==> src/rtl/seg_disp_pkg.sv <==
// Shared types and constants for the 8-digit seven-segment scan controller.
package seg_disp_pkg;

  typedef enum logic {
    SD_IDLE = 1'b0,
    SD_SCAN = 1'b1
  } sd_state_e;

  localparam logic [7:0] SEG_BLANK = 8'hFF;
  localparam int         DIGITS    = 8;

  // Active-low g..a patterns with dp (bit7) held off, indexed by hex value.
  localparam logic [7:0] SEG_LUT [16] = '{
    8'hC0, 8'hF9, 8'hA4, 8'hB0, 8'h99, 8'h92, 8'h82, 8'hF8,
    8'h80, 8'h90, 8'h88, 8'h83, 8'hC6, 8'hA1, 8'h86, 8'h8E
  };

endpackage

==> src/rtl/seg7_hex_decode.sv <==
// Combinational hex nibble to active-low seven-segment pattern.
module seg7_hex_decode
  import seg_disp_pkg::*;
(
  input  logic [3:0] nib_i,
  output logic [7:0] seg_o
);

  assign seg_o = SEG_LUT[nib_i];

endmodule

==> src/rtl/seg_disp_ctrl.sv <==
// Tear-free scan controller for an 8-digit seven-segment display.
// Optional leading-zero blanking is enabled with `define SEG_LZ_BLANK_EN.
module seg_disp_ctrl
  import seg_disp_pkg::*;
#(
  parameter int SCAN_DIV = 50000
) (
  input  logic        clk_in,
  input  logic        reset,
  input  logic        upd_valid,
  output logic        upd_ready,
  input  logic [31:0] upd_data,
  output logic [7:0]  o_seg,
  output logic [7:0]  o_sel,
  output logic        frame_done,
  output logic        dbg_scan_o
);

  localparam logic [15:0] DIV_LAST = 16'(SCAN_DIV - 1);
  localparam logic [2:0]  IDX_LAST = 3'(DIGITS - 1);

  sd_state_e   state_q, state_d;
  logic [15:0] div_cnt_q, div_cnt_d;
  logic [2:0]  idx_q, idx_d;
  logic        pend_q, pend_d;
  logic [31:0] shadow_q, shadow_d;
  logic [31:0] disp_q, disp_d;
  logic [7:0]  seg_q, seg_d;
  logic [7:0]  sel_q, sel_d;
  logic        wrap_q, wrap_d;
  logic        fdone_q, fdone_d;

  logic        tick;
  logic        wrap;
  logic        xfer;
  logic        commit;
  logic [4:0]  nib_base;
  logic [7:0]  dec_seg;
  logic        lz_blank;

  // Handshake: a word transfers on any edge where upd_valid && upd_ready;
  // upd_ready is simply ~pend, so a commit and a transfer never coincide.
  assign upd_ready  = ~pend_q;
  assign o_seg      = seg_q;
  assign o_sel      = sel_q;
  assign frame_done = fdone_q;
  assign dbg_scan_o = (state_q == SD_SCAN);

  assign tick     = (div_cnt_q == DIV_LAST);
  assign wrap     = tick && (idx_q == IDX_LAST);
  assign xfer     = upd_valid && !pend_q;
  assign commit   = wrap && pend_q;
  assign nib_base = {idx_q, 2'b00};

  seg7_hex_decode u_dec (
    .nib_i (disp_q[nib_base +: 4]),
    .seg_o (dec_seg)
  );

`ifdef SEG_LZ_BLANK_EN
  assign lz_blank = (idx_q != 3'd0) && ((disp_q >> nib_base) == 32'd0);
`else
  assign lz_blank = 1'b0;
`endif

  always_comb begin
    state_d   = state_q;
    div_cnt_d = tick ? 16'd0 : div_cnt_q + 16'd1;
    idx_d     = tick ? idx_q + 3'd1 : idx_q;
    pend_d    = pend_q;
    shadow_d  = shadow_q;
    disp_d    = disp_q;
    seg_d     = SEG_BLANK;
    sel_d     = 8'hFF;
    wrap_d    = wrap;
    // Delayed once more so the pulse lines up with the first digit-0 output.
    fdone_d   = wrap_q;

    if (xfer) begin
      shadow_d = upd_data;
      pend_d   = 1'b1;
    end
    if (commit) begin
      disp_d = shadow_q;
      pend_d = 1'b0;
    end

    case (state_q)
      SD_IDLE: begin
        if (commit) state_d = SD_SCAN;
      end
      SD_SCAN: begin
        sel_d = ~(8'b1 << idx_q);
        seg_d = lz_blank ? SEG_BLANK : dec_seg;
      end
      default: state_d = SD_IDLE;
    endcase
  end

  always_ff @(posedge clk_in) begin
    if (reset) begin
      state_q   <= SD_IDLE;
      div_cnt_q <= 16'd0;
      idx_q     <= 3'd0;
      pend_q    <= 1'b0;
      shadow_q  <= 32'd0;
      disp_q    <= 32'd0;
      seg_q     <= SEG_BLANK;
      sel_q     <= 8'hFF;
      wrap_q    <= 1'b0;
      fdone_q   <= 1'b0;
    end else begin
      state_q   <= state_d;
      div_cnt_q <= div_cnt_d;
      idx_q     <= idx_d;
      pend_q    <= pend_d;
      shadow_q  <= shadow_d;
      disp_q    <= disp_d;
      seg_q     <= seg_d;
      sel_q     <= sel_d;
      wrap_q    <= wrap_d;
      fdone_q   <= fdone_d;
    end
  end

endmodule

==> config.mk <==
export PLATFORM = sky130hd
export DESIGN_NAME = seg_disp_ctrl
export DESIGN_NICKNAME = d
export VERILOG_FILES = /design/src/rtl/seg_disp_pkg.sv /design/src/rtl/seg7_hex_decode.sv /design/src/rtl/seg_disp_ctrl.sv
export SDC_FILE = /design/constraint.sdc
export NUM_CORES = 1
export LEC_CHECK = 0
export ABC_CLOCK_PERIOD_IN_PS = 7500
export BUFFER_PORTS_ARGS = -buffer_cell sky130_fd_sc_hd__buf_2
export CORE_AREA = 2 2 78 99
export CTS_CLUSTER_SIZE = 20
export DETAILED_ROUTE_END_ITERATION = 10
export DIE_AREA = 0 0 80 101
export PLACE_DENSITY = 0.81
export SETUP_SLACK_MARGIN = 0.4
export SKIP_CTS_REPAIR_TIMING = 1
export SLEW_MARGIN = 30
export SYNTH_ARGS = -nofsm -noshare
export SYNTH_HDL_FRONTEND = slang
export SYNTH_SLANG_ARGS = --single-unit
==> constraint.sdc <==
create_clock -name clk_in -period 7.5 [get_ports clk_in]
set_clock_uncertainty 0.1 [all_clocks]
set_input_delay 0.375 -clock clk_in [delete_from_list [all_inputs] [get_ports clk_in]]
set_output_delay 0.375 -clock clk_in [all_outputs]
set_load 0.02 [all_outputs]
==> flow_metrics.env <==
export IMPL_fin_crit_ns=3.08
export IMPL_rrSetupSlack_ns=4.42
export IMPL_post_route_period_util_pct=41.0
export IMPL_drt_first_iter_violations=171
export IMPL_hp_class="input pin to register"
export IMPL_gp_congestion=0.842
export IMPL_critPathMostFrequentCell="inv_1"
export IMPL_crit_slowest_cell="dfxtp_1"
export IMPL_cp_endpoint="o_seg[3]"
export IMPL_final_max_slew_viol_count=0
export IMPL_portBuffers=52
export IMPL_leakage_nw=1.71
export IMPL_path_delay_family="multiplexers"
export IMPL_worstPathArrival_ns=3.19
export IMPL_cts_sinks=102
export IMPL_routedWlPerCell_um=13.4
export IMPL_relSlewSlack_pct=36.7
export IMPL_hold_violations=0
export IMPL_synth_warnings=0
export IMPL_final_nets=559
export IMPL_postSynthAreaPerCell_um2=8.82
export IMPL_fp_row_count=35
export IMPL_cts_tree="built"
export IMPL_status="completed"
export IMPL_syn_num_nets=525
export IMPL_ant_nets=0
export IMPL_die_area_um2=8080
export IMPL_fillCellCount=605
export IMPL_first_global_vias=3118
export IMPL_dr_total_vias=3249
export IMPL_hpwl_um=5570
export IMPL_worstPathRequired_ns=7.62
export IMPL_grtUsageTotal_pct=21.9
export IMPL_path_buf_inv=2
export IMPL_die_h_um=101
export IMPL_clk_insertion_delay_late_ns=0.38
export IMPL_htree_num_levels=3
export IMPL_critPathKind="register to register"
export IMPL_fmax_ghz=0.325
export IMPL_ys_seq_elements=102
export IMPL_area_growth_pct=10.4
export IMPL_ys_types=45
export IMPL_clk_pin_slew_ns=0.09
export IMPL_grt_overflow=0
export IMPL_setup_viol_count_final=0
export IMPL_die_x_um=80
export IMPL_hold_ws_ns=0.127
export IMPL_clock_root_buffer="clkbuf_8"
export IMPL_grt_pass1_wl_um=13900
export IMPL_tightest_slew_ns=0.924
export IMPL_start_util_pct=58.7
export IMPL_min_path_cells=3
export IMPL_powerDensity_nw_per_um2=206
export IMPL_num_io_pins=54
export IMPL_rr_endpoint="o_seg[3]"
export IMPL_rsz0062_at_grt="false"
export IMPL_crit_path_max_fanout=13
export IMPL_cts_buffers=9
export IMPL_diodes=0
export IMPL_r2r_start="idx_q[0]"
export IMPL_drc=0
export IMPL_drv_cap=0
export IMPL_wirelength_um=8140
export IMPL_layout_drive_gt1_share_pct=23.8
export IMPL_clk_path_buf_depth=2
export IMPL_synth_cells=478
export IMPL_syn_area_um2=4220
export IMPL_ir_drop_mv=0.149
export IMPL_slowest_delay_ns=0.76
export IMPL_cp_cell_sequence="mux4_2 -> mux2i_1 -> inv_1 -> ha_1 -> inv_1 -> a21oi_1 -> a2111oi_0 -> a31oi_1"
export IMPL_grt_max_degree=75
export IMPL_worst_r2r_path_depth=8
export IMPL_first_pass_iters=5
export IMPL_routed_via_density=5.33
export IMPL_totalNegativeSetupSlack_ns=0
export IMPL_end_kind="register"
export IMPL_antenna_found_initial=0
export IMPL_startpoint_type="register"
export IMPL_yosysSeqAreaShare_pct=48.4
export IMPL_critPathLaunch="idx_q[0]"
export IMPL_cp_depth=8
export IMPL_core_area_um2=7180
-- tightest hold or removal path, stage by stage --
cell and delay, ns:
buf_2 0.09, nand2_1 0.04, a21oi_1 0.05
-- how the worst min path moves through the flow --
stage | startpoint | to | slack (ns)
5_1_grt | upd_data[5] | shadow_q[5] | 0.11
4_1_cts | upd_data[20] | shadow_q[20] | 0.11
6_report | upd_data[20] | shadow_q[20] | 0.13
3_3_place_gp | div_cnt_q[0] | div_cnt_q[0] | 0.33
3_5_place_dp | fdone_d | frame_done | 0.33
2_1_floorplan | fdone_d | frame_done | 0.31
-- final cells by class --
type	instances	area [µm²]	share of cell area, %
multi-input combinational	335	1980	42.5
inverter	10	37.5	0.806
tap	92	115	2.47
sequential	102	2040	43.9
clock inverter	6	68.8	1.48
clock buffer	10	138	2.96
timing repair buffer	54	275	5.91
-- metrics by stage --
stage / setup slack [ns] / util (%) / power (W) / instances / instance area (µm²)
floorplan: 4.95 / - / 0.000598 / 478 / 4220
global placement: 4.64 / 61.8 / 0.000611 / 593 / 4440
detailed placement: 4.49 / 61.9 / 0.000613 / 593 / 4450
CTS: 4.47 / 64.8 / 0.000962 / 609 / 4650
global route: 4.14 / 64.8 / 0.000990 / 609 / 4660
finish: 4.42 / 64.8 / 0.000957 / 609 / 4660
-- report_power, final --
group / total [W] / switching [W] / internal (W)
sequential: 0.000560 / 0.00000698 / 0.000553
clock: 0.000357 / 0.000191 / 0.000166
combinational: 0.0000405 / 0.0000250 / 0.0000154
total: 0.000957 / 0.000223 / 0.000734
-- kinds of logic after synthesis --
group | Yosys count | share of synthesized area (%)
adder cells (fa/ha/maj) | 12 | 3.56
AND/OR/NAND/NOR | 206 | 22.6
multiplexers | 17 | 5.87
XOR/XNOR | 12 | 2.49
flip-flops | 102 | 48.4
buffers and inverters | 41 | 4.89
other | 1 | 0.0889
AO/OA/AOI/OAI | 87 | 12.1
-- cells in the mapped netlist (all sizes together) --
cell / count / share of area, %
xnor2: 5 / 1.0
or3: 4 / 0.59
mux2: 2 / 0.53
nand4b: 1 / 0.21
mux4: 6 / 3.2
or4: 1 / 0.18
nand2b: 2 / 0.30
o221ai: 4 / 0.83
a22oi: 1 / 0.18
xor2: 7 / 1.5
nor2b: 6 / 0.89
conb: 1 / 0.089
and3: 1 / 0.15
or4b: 2 / 0.47
and4: 1 / 0.21
buf: 14 / 2.5
nor3b: 1 / 0.18
a2111oi: 1 / 0.21
nor2: 23 / 2.2
ha: 12 / 3.6
nand2: 144 / 15
clkbuf: 17 / 1.5
and2: 1 / 0.15
o21ai: 6 / 0.71
a2bb2oi: 1 / 0.21
nor3: 2 / 0.24
inv: 10 / 0.89
nand4: 2 / 0.30
mux2i: 9 / 2.1
a31oi: 2 / 0.30
o22a: 1 / 0.21
nand3: 11 / 1.3
a21oi: 69 / 9.1
nand3b: 1 / 0.18
a21o: 2 / 0.36
or2: 3 / 0.45
dfxtp: 102 / 48
-- registers in the layout, summed over array words and instances (netlist names) --
name        cells
div_cnt_q      16
frame_done      1
dbg_scan_o      1
disp_q         32
shadow_q       32
idx_q           3
fdone_d         1
o_sel           8
o_seg           7
pend_q          1
-- placed cells by master (no fill, tap or decap), drive strengths merged, types with 3 or more instances in the layout --
cell type | netlist | routed
nand2 | 144 | 144
dfxtp | 102 | 102
a21oi | 69 | 69
buf | 14 | 54
nor2 | 23 | 23
ha | 12 | 12
inv | 10 | 12
nand3 | 11 | 11
clkbuf | 17 | 10
mux2i | 9 | 9
xor2 | 7 | 7
mux4 | 6 | 6
o21ai | 6 | 6
nor2b | 6 | 6
xnor2 | 5 | 5
or3 | 4 | 4
o221ai | 4 | 4
or2 | 3 | 3
-- per-layer routing --
layer	global-route usage, %	up-vias	routed length, µm
met3	4.30	15	329
met2	36.0	76	4030
li1	-	1646	-
met4	11.2	0	175
met5	0	-	0
met1	27.3	1512	3610
Power figures use the tool's default switching activity.
